===== src/rtl/seq_det_pkg.sv =====
// seq_det_pkg: shared FSM state type and length-field width helper for the sequence detector
package seq_det_pkg;
  typedef enum logic {IDLE, ARMED} state_t;
  function automatic int len_w(input int max_len);
    return $clog2(max_len + 1);
  endfunction
endpackage


===== src/rtl/seq_det_hist.sv =====
// seq_det_hist: serial history shift register plus saturating fill counter; exposes post-shift values for same-cycle hit detection
module seq_det_hist
  import seq_det_pkg::*;
#(
  parameter int MAX_LEN = 8,
  localparam int LEN_W = len_w(MAX_LEN)
) (
  input  logic               clk,
  input  logic               rst,
  input  logic               clr,
  input  logic               shift,
  input  logic               ip,
  output logic [MAX_LEN-1:0] hist_upd,
  output logic [LEN_W-1:0]   fill_upd
);
  logic [MAX_LEN-1:0] hist_q, hist_d;
  logic [LEN_W-1:0] fill_q, fill_d;
  // clear wins over shift so a non-overlap hit restarts the fill from zero
  always_comb begin
    hist_upd = (hist_q << 1) | MAX_LEN'(ip);
    fill_upd = (fill_q == LEN_W'(MAX_LEN)) ? fill_q : fill_q + LEN_W'(1);
    hist_d = clr ? '0 : shift ? hist_upd : hist_q;
    fill_d = clr ? '0 : shift ? fill_upd : fill_q;
  end
  // history and fill registers
  always_ff @(posedge clk or posedge rst)
    if (rst) begin
      hist_q <= '0;
      fill_q <= '0;
    end else begin
      hist_q <= hist_d;
      fill_q <= fill_d;
    end
endmodule


===== src/rtl/seq_det_prog.sv =====
// seq_det_prog: programmable serial pattern detector (overlap/non-overlap); SEQ_DET_CNT_EN enables the detection counter
module seq_det_prog
  import seq_det_pkg::*;
#(
  parameter int MAX_LEN = 8,
  parameter int CNT_W = 8,
  localparam int LEN_W = len_w(MAX_LEN)
) (
  input  logic               clk,
  input  logic               rst,
  input  logic               en,
  input  logic               ip,
  input  logic               cfg_load,
  input  logic [MAX_LEN-1:0] cfg_pat,
  input  logic [LEN_W-1:0]   cfg_len,
  input  logic               cfg_ovl,
  output logic               seq_det,
  output logic               armed,
  output logic [CNT_W-1:0]   det_cnt
);
  state_t state_q, state_d;
  logic [MAX_LEN-1:0] pat_q, pat_d, hist_upd, mask;
  logic [LEN_W-1:0] len_q, len_d, fill_upd;
  logic ovl_q, ovl_d, seq_det_q, seq_det_d, cfg_ok, shift, hit, clr;
  seq_det_hist #(.MAX_LEN(MAX_LEN)) u_hist (
    .clk(clk), .rst(rst), .clr(clr), .shift(shift), .ip(ip),
    .hist_upd(hist_upd), .fill_upd(fill_upd)
  );
  // load has priority over data; a hit compares only the low len bits of the shifted history
  always_comb begin
    cfg_ok = cfg_len != '0 && cfg_len <= LEN_W'(MAX_LEN);
    shift = state_q == ARMED && en && !cfg_load;
    mask = {MAX_LEN{1'b1}} >> (LEN_W'(MAX_LEN) - len_q);
    hit = shift && ((hist_upd ^ pat_q) & mask) == '0 && fill_upd >= len_q;
    clr = cfg_load || (hit && !ovl_q);
    state_d = cfg_load ? (cfg_ok ? ARMED : IDLE) : state_q;
    pat_d = (cfg_load && cfg_ok) ? cfg_pat : pat_q;
    len_d = (cfg_load && cfg_ok) ? cfg_len : len_q;
    ovl_d = (cfg_load && cfg_ok) ? cfg_ovl : ovl_q;
    seq_det_d = hit;
  end
  // state, configuration and registered detection pulse
  always_ff @(posedge clk or posedge rst)
    if (rst) begin
      state_q <= IDLE;
      pat_q <= '0;
      len_q <= '0;
      ovl_q <= 1'b0;
      seq_det_q <= 1'b0;
    end else begin
      state_q <= state_d;
      pat_q <= pat_d;
      len_q <= len_d;
      ovl_q <= ovl_d;
      seq_det_q <= seq_det_d;
    end
  assign seq_det = seq_det_q;
  assign armed = state_q == ARMED;
`ifdef SEQ_DET_CNT_EN
  logic [CNT_W-1:0] cnt_q, cnt_d;
  // detection counter cleared by any load, saturating at all-ones
  always_comb cnt_d = cfg_load ? '0 : (hit && cnt_q != '1) ? cnt_q + CNT_W'(1) : cnt_q;
  // counter register
  always_ff @(posedge clk or posedge rst)
    if (rst) cnt_q <= '0;
    else cnt_q <= cnt_d;
  assign det_cnt = cnt_q;
`else
  assign det_cnt = '0;
`endif
endmodule


===== config.mk =====
export PLATFORM = sky130hd
export DESIGN_NAME = seq_det_prog
export DESIGN_NICKNAME = d
export VERILOG_FILES = /design/src/rtl/seq_det_pkg.sv /design/src/rtl/seq_det_hist.sv /design/src/rtl/seq_det_prog.sv
export SDC_FILE = /design/constraint.sdc
export NUM_CORES = 1
export LEC_CHECK = 0
export ABC_CLOCK_PERIOD_IN_PS = 3300
export BUFFER_PORTS_ARGS = -buffer_cell sky130_fd_sc_hd__buf_2
export CELL_PAD_IN_SITES_DETAIL_PLACEMENT = 1
export CELL_PAD_IN_SITES_GLOBAL_PLACEMENT = 2
export CORE_MARGIN = 10
export CORE_UTILIZATION = 36
export CTS_CLUSTER_DIAMETER = 40
export DETAILED_ROUTE_END_ITERATION = 12
export PLACE_DENSITY_LB_ADDON = 0.05
export SYNTH_ARGS = -nofsm -noshare
export SYNTH_HDL_FRONTEND = slang
export SYNTH_HIERARCHICAL = 1
export SYNTH_SLANG_ARGS = --single-unit

===== constraint.sdc =====
create_clock -name clk -period 3.3 [get_ports clk]
set_clock_uncertainty 0.15 [all_clocks]
set_input_delay 0 -clock clk [delete_from_list [all_inputs] [get_ports clk]]
set_output_delay 0 -clock clk [all_outputs]
set_load 0.1 [all_outputs]

==> summary.md, run 1 <==
| Metric | Value |
|---|---|
| Final setup TNS | `0 ns` |
| Filler instances | `448` |
| TritonCTS clock tree | `built` |
| Setup bufs post-CTS | `0` |
| Via-to-Cell Ratio | `4.76` |
| Worst Hold Class | `input port to asynchronous set/reset pin` |
| Most used flip-flop cell after synthesis | `dfrtp_1` |
| H-Tree Depth | `1` |
| Asr flop ratio synth | `100%` |
| Final Hold Vio Count | `0` |
| Worst hold margin | `0.120 ns` |
| WL/cell | `15.3 um` |
| # setup viols final | `0` |
| Most frequent cells in the layout | `26 x dfrtp_1, 19 x buf_2, 16 x dlygate4sd3_1` |
| Max Slew Vio Count | `0` |
| Yosys warning total | `6` |
| First-pass GRT wire length | `5640 um` |
| Number of remaining DRC errors | `0` |
| Grt ovf | `0` |
| Slew @ Worst Pin | `0.711 ns` |
| Largest net degree at the start of global routing | `16` |
| CP Depth | `13` |
| Layout cell share with drive strength beyond 1 | `23.8%` |
| Critical path class | `flip-flop to flip-flop` |
| Slew Limit Headroom | `52.6%` |
| Post-synthesis sequential area ratio | `42.6%` |
| Worst vdd ir | `0.314 mV` |
| Setup WS pre-CTS | `0.495 ns` |
| Initial DRT Pass Iterations | `3` |
| Power Total | `881 uW` |
| Antenna violations before repair | `0` |
| Detail Route Antenna Nets | `0` |
| Worst Path Max Fanout | `11` |
| Netlist Area Pre-Place | `1530 sq um` |
| CP Capture Type | `flip-flop` |
| Unrepaired setup endpoints after global routing | `false` |
| Post-Syn Instances | `133` |
| Pleak | `0.902 nW` |
| Clock transition at path regs | `0.09 ns` |
| Max Cap Violations | `0` |
| Port Buffers | `19` |
| Die ar. | `7250 sq um` |
| Rows | `23` |
| Post-layout minimum cycle time | `2.82 ns` |
| Clock tree buffer depth | `2` |
| Worst Setup SP | `u_hist/fill_q[0]` |
| GRT Overall Usage | `9.38%` |
| Worst Path Buf+Inv | `3` |
| Core Area | `4060 sq um` |
| Post-detail-place hpwl | `2570 um` |
| R2r setup slk | `0.48 ns` |
| Pwr per Cell Area | `475 nW/um^2` |
| Worst Slack Setup Final | `0.481 ns` |
| Clk sinks | `26` |
| Largest delay share family, worst path | `compound AO/OA/AOI/OAI gates` |
| Vias in the first global route | `1185` |
| Cell chain of the critical path | `inv_1 > ha_1 > nand3b_4 > xnor2_1 > inv_1 > ha_1 > nand2b_1 > a21o_1 > a211o_1 > o211ai_1 > o31ai_1 > buf_4 > a311oi_1` |
| Reg2Reg Depth | `13` |
| Commonest non-fill, non-tap cell in the layout | `dfrtp_1` |
| Unique masters post-synth | `34` |
| Highest Clock Rate | `355 MHz` |
| Die Ht | `85.2 um` |
| CP max stage delay | `0.42 ns` |
| Outcome | `finished, final reports clean` |
| Critical Path RT | `3.31 ns` |
| Synth-to-Final Area Change | `21.2%` |
| Routed wire length | `3330 um` |
| Yosys reg bits | `26` |
| Critical R2R Capture | `u_hist/fill_q[2]` |
| Crit path max-delay cell type | `dfrtp_1` |
| CP endpoint | `u_hist/fill_q[2]` |
| Critical Path AT | `2.83 ns` |
| Initial drt markers | `38` |
| Root Buffer | `clkbuf_8` |
| ANT cells | `0` |
| Final worst path period share | `85.4%` |
| Initial core utilization | `37.7%` |
| Startpoint types | `flip-flop` |
| GP Congestion | `0.808` |
| Die Width | `85.2 um` |
| # nets final | `197` |
| Clk Latency, worst-skew pair | `0.27 ns` |
| Synth Area per Inst | `11.5 sq um` |
| Via Count | `1038` |
| Worst r2r src | `u_hist/fill_q[0]` |
| IO Count | `28` |
| Post-synth EDFFs | `0` |
| Num CTS Buffers | `3` |
tightest hold or removal path, delay by kind of cell:
family	cells	cell delay, ns
buf+inv	3	0.98
state kept, by name, indices dropped and copies added (netlist names):
signal / count
u_hist/hist_q: 7
armed: 1
len_q: 4
pat_q: 8
u_hist/fill_q: 4
ovl_q: 1
seq_det: 1
cell usage after synthesis (2+ instances only):
master | n | area, sq um
buf_4 | 10 | 75.1
ha_1 | 10 | 125
mux2_4 | 9 | 135
nor3_1 | 2 | 10.0
mux2i_1 | 9 | 90.1
inv_1 | 12 | 45.0
xnor2_1 | 9 | 78.8
dfrtp_1 | 26 | 651
mux2_2 | 4 | 45.0
nand3_1 | 2 | 10.0
nor2_1 | 10 | 37.5
nand2_1 | 2 | 7.51
a21o_1 | 2 | 15.0
xor2_1 | 4 | 35.0
a21oi_1 | 3 | 15.0
stage by stage:
stage / cell area (sq um) / utilization (%) / cells
4_1_cts: 1850 / 45.7 / 218
3_5_place_dp: 1620 / 40.0 / 198
2_1_floorplan: 1560 / - / 140
5_1_grt: 1850 / 45.7 / 218
6_report: 1850 / 45.7 / 218
3_3_place_gp: 1620 / 40.0 / 198
power breakdown:
group	internal, mW	total (mW)	switching, mW	leakage, nW
clock	0.162	0.266	0.103	0.0357
combinational	0.107	0.237	0.130	0.534
sequential	0.351	0.378	0.0271	0.332
timing repair:
item	in CTS	in global routing
endpoints found under the hold margin	41	0
hold buffers	16	0
resized for setup	0	0
per-layer routing:
layer	track usage (%)	up-vias	wire length (um)	share of wire, %
li1	-	501	-	-
met1	9.70	512	1380	41
met2	17.2	21	1710	51
met3	3.82	4	200	6.0
met4	1.95	0	40	1.2
met5	0	-	0	0
cell type report:
type	instances	area (sq um)	area share, %
Multi-Input combinational cell	90	761	41.1
Sequential cell	26	651	35.1
Timing Repair Buffer	36	263	14.2
Tap cell	50	62.6	3.38
Inverter	12	45.0	2.43
Clock buffer	3	41.3	2.23
Clock inverter	1	30.0	1.62
cells by family (layout without fill, tap and decap cells):
kind of cell | count (synthesis) | in the layout | synth area share [%]
multiplexers | 22 | 22 | 17.7
XOR/XNOR | 13 | 13 | 7.45
adder cells (fa/ha/maj) | 10 | 10 | 8.18
buffers and inverters | 24 | 52 | 9.41
other | 1 | 8 | 0.245
flip-flops | 26 | 26 | 42.6
AND/OR/NAND/NOR | 22 | 22 | 7.61
AO/OA/AOI/OAI | 15 | 15 | 6.87
how the worst min path moves through the flow:
| stage | from | endpoint | cells past startpoint |
|---|---|---|---|
| 2_1_floorplan | rst | u_hist/fill_q[0] | 1 |
| 4_1_cts | rst | u_hist/hist_q[1] | 3 |
| 3_3_place_gp | rst | u_hist/hist_q[6] | 2 |
| 5_1_grt | rst | u_hist/fill_q[2] | 3 |
| 6_report | rst | u_hist/fill_q[2] | 3 |
| 3_5_place_dp | rst | u_hist/fill_q[2] | 2 |
(Power assumes the default switching activity.)
==> run 2: changes to the inputs <==
ABC_AREA = 1   (was unset)
ABC_CLOCK_PERIOD_IN_PS = 2900   (was 3300)
CORE_UTILIZATION = 32   (was 36)
clock period = 2.9 ns   (was 3.3 ns; I/O delays follow)
==> summary.md, run 2 <==
| Metric | Value |
|---|---|
| Critical R2R Capture | `u_hist/hist_q[3]` |
| Simple-gate share of the synthesized area | `22.2% (+15 points)` |
| Num CTS Buffers | `3 (unchanged)` |
| Clock power frac | `26.5% (-3.6 points)` |
| Area leader, netlist | `dfrtp_1` |
| First-pass GRT wire length | `6930 um (+23%)` |
| Slew @ Worst Pin | `0.688 ns (-0.0226 ns)` |
| Largest family of logic cells by synthesized area | `simple AND/OR/NAND/NOR gates` |
| Routed wire length | `3980 um (+20%)` |
| Yosys warning total | `6 (unchanged)` |
| Grt ovf | `0 (unchanged)` |
| Critical Path RT | `2.94 ns (-0.37 ns)` |
| Setup bufs post-CTS | `0 (unchanged)` |
| Highest Clock Rate | `384 MHz (+8.2%)` |
| IO Count | `28 (unchanged)` |
| Clk sinks | `26 (unchanged)` |
| Initial drt markers | `45 (+18%)` |
| Post-Syn Instances | `207 (+56%)` |
| Yosys reg bits | `26 (unchanged)` |
| Final instance area | `1940 sq um (+4.9%)` |
| Worst Slack Setup Final | `0.294 ns (-0.186 ns)` |
| Startpoint types | `flip-flop` |
| Antenna violations before repair | `0 (unchanged)` |
| Mux contribution to synthesized area | `0% (-18 points)` |
| Post-synthesis sequential area ratio | `40.6% (-1.9 points)` |
| Clk Latency, worst-skew pair | `0.27 ns (about the same)` |
| Die ar. | `8230 sq um (+14%)` |
| Final Hold Vio Count | `0 (unchanged)` |
| Outcome | `finished, final reports clean` |
| Critical path class | `flip-flop to flip-flop` |
| GP Congestion | `0.792 (-1.9%)` |
| # nets final | `272 (+38%)` |
| Asr flop ratio synth | `100% (unchanged)` |
| Xor/xnor share of the synthesized area | `1.64% (-5.8 points)` |
| Hold Path End | `u_hist/hist_q[6]` |
| Max reg flops | `8 (unchanged)` |
| Die Width | `90.7 um (+6.5%)` |
| Placed instance area | `1720 sq um (+6.3%)` |
| TritonCTS clock tree | `built` |
| Number of remaining DRC errors | `0 (unchanged)` |
| Synth Area per Inst | `7.74 sq um (-33%)` |
| Final setup TNS | `0 ns (unchanged)` |
| Final core utilization | `40.6% (-5.0 points)` |
| R2r setup slk | `0.29 ns (-0.19 ns)` |
| Final worst path period share | `89.8% (+4.4 points)` |
| Power Total | `919 uW (+4.3%)` |
| Port Buffers | `19 (unchanged)` |
| Largest net degree at the start of global routing | `28 (+12)` |
| Slew Limit Headroom | `54.1% (+1.5 points)` |
| Largest Register | `pat_q` |
| Layout cell share with drive strength beyond 1 | `16.0% (-7.8 points)` |
| Root Buffer | `clkbuf_8` |
| Unrepaired setup endpoints after global routing | `false` |
| Worst vdd ir | `0.172 mV (-45%)` |
| Post-layout minimum cycle time | `2.61 ns (-0.214 ns)` |
| Unique masters post-synth | `27 (-21%)` |
| Max Slew Vio Count | `0 (unchanged)` |
| Synth-to-Final Area Change | `21.4%` |
| Initial DRT Pass Iterations | `3 (unchanged)` |
| Int Power | `601 uW (-3.1%)` |
| Netlist Area Pre-Place | `1600 sq um (+4.7%)` |
| Setup WS pre-CTS | `0.232 ns (-0.263 ns)` |
| Synth top cells by count | `52 x nand2_1, 39 x inv_1, 26 x dfrtp_1` |
| GRT Overall Usage | `9.91% (+0.53 points)` |
| Vias in the first global route | `1503 (+27%)` |
| Synth Area in Compound Gates | `11.2% (+4.4 points)` |
| Register share of total power | `44.9% (+2.0 points)` |
| Adder-Cell Fraction of Synth Area | `7.81% (-0.37 points)` |
| WHS Path Cells | `5` |
| Rows | `25 (+8.7%)` |
| Most frequent cells in the layout | `52 x nand2_1, 39 x inv_1, 26 x dfrtp_1` |
| Pwr per Cell Area | `473 nW/um^2 (-0.57%)` |
| Switching Share | `34.6% (+5.0 points)` |
| Detail Route Antenna Nets | `0 (unchanged)` |
| Post-synth EDFFs | `0 (unchanged)` |
| Comb pwr share | `28.6% (+1.7 points)` |
| Critical Path AT | `2.65 ns (-0.18 ns)` |
| Die Ht | `90.7 um (+6.5%)` |
| Commonest non-fill, non-tap cell in the layout | `nand2_1` |
| WL/cell | `12.8 um (-16%)` |
| Worst Hold Class | `input port to flip-flop` |
| Post-synth top area share | `40.6% (-1.9 points)` |
| # setup viols final | `0 (unchanged)` |
| Largest cells by area after synthesis | `dfrtp_1 41%, nand2_1 12%, inv_1 9.1%` |
| CP Capture Type | `flip-flop` |
| Clock transition at path regs | `0.10 ns (about the same)` |
| Via Count | `1340 (+29%)` |
| Sw Pwr | `318 uW (+22%)` |
| Worst Path Max Fanout | `6 (-5)` |
| ANT cells | `0 (unchanged)` |
| Worst hold path startpoint | `en` |
| Initial core utilization | `33.5% (-4.2 points)` |
| Clock tree buffer depth | `2 (unchanged)` |
| Pleak | `1.01 nW (+12%)` |
| Top Registers | `pat_q: 8 flops, u_hist/hist_q: 7 flops` |
| Filler instances | `609 (+36%)` |
| Post-detail-place hpwl | `3170 um (+23%)` |
| Via-to-Cell Ratio | `4.32 (-9.2%)` |
| Core Area | `4790 sq um (+18%)` |
| Top-count cell post-synth | `nand2_1` |
| Reg2Reg Depth | `17 (+4)` |
| Most used flip-flop cell after synthesis | `dfrtp_1` |
| H-Tree Depth | `1 (unchanged)` |
| Max Cap Violations | `0 (unchanged)` |
| Worst r2r src | `u_hist/fill_q[0]` |
-- run 2: changes by cell type after synthesis, sizes merged, moves of 3 or more --
cell | previous run | this run
nand2 | 3 | 52
inv | 12 | 42
mux2 | 13 | 0
nand3 | 2 | 15
o21ai | 1 | 12
mux2i | 9 | 0
xnor2 | 9 | 2
a21oi | 4 | 10
clkinv | 0 | 3
o22ai | 1 | 4
xor2 | 4 | 1
-- run 2: final cells by class --
class,instances,area [sq um],share of cell area [%]
repair buffers,36,263,13.5
flip-flops and latches,26,651,33.5
clock buffers,4,55.1,2.83
inverters,45,170,8.75
well taps,67,83.8,4.31
multi-input cells,132,722,37.1
-- run 2: power by group through the flow --
stage	combinational, mW	clock (mW)	sequential, mW
4_1_cts	0.267	0.256	0.414
6_report	0.263	0.244	0.413
2_1_floorplan	0.195	0	0.427
3_3_place_gp	0.242	0	0.419
3_5_place_dp	0.250	0	0.421
5_1_grt	0.299	0.268	0.418
-- run 2: worst max-delay path, stage by stage, from the launching register on --
cell,delay [ns]
dfrtp_1,0.46
inv_1,0.12
ha_1,0.18
nand2_1,0.05
nor2_1,0.13
nand2_1,0.08
and2_1,0.14
inv_1,0.05
ha_1,0.21
nand4_1,0.09
nand3_1,0.08
nand2_1,0.08
inv_1,0.04
nand3_1,0.07
nand2_1,0.14
nor2_4,0.19
inv_2,0.09
o22ai_1,0.17
-- run 2: kinds of logic after synthesis --
group | count (synthesis)
buf+inv | 56
fa+ha+maj | 10
compound gates | 28
other cells | 1
xor+xnor | 3
simple gates | 83
flops | 26
-- run 2: routing by layer --
layer	up-vias	share of wire [%]	track usage [%]
li1	695	-	-
met1	624	49	12.4
met2	19	47	16.6
met3	2	4.0	2.58
met4	0	0.35	2.12
met5	-	0	0
-- run 2: how the worst max path moves through the flow --
stage / startpoint / to / slack (ns) / cells past startpoint
2_1_floorplan: u_hist/fill_q[0] / u_hist/hist_q[1] / 0.59 / 17
3_3_place_gp: u_hist/fill_q[0] / u_hist/hist_q[2] / 0.42 / 17
3_5_place_dp: u_hist/fill_q[0] / u_hist/hist_q[3] / 0.23 / 17
4_1_cts: u_hist/fill_q[0] / u_hist/hist_q[3] / 0.21 / 17
5_1_grt: u_hist/fill_q[0] / u_hist/hist_q[3] / 0.04 / 17
6_report: u_hist/fill_q[0] / u_hist/hist_q[3] / 0.29 / 17
-- run 2: metrics by stage --
step                      hold slack, ns  instances
after detailed placement          -0.109        290
after floorplan                   -0.298        214
after CTS                         0.0248        310
after global routing              0.0818        310
final                             0.0363        310
after global placement            -0.131        290
-- run 2: what timing repair did --
action | CTS | global route
endpoints found under the hold margin | 44 | 0
setup endpoints to repair | 0 | 2
resized for setup | 0 | 1
hold buffers | 16 | 0
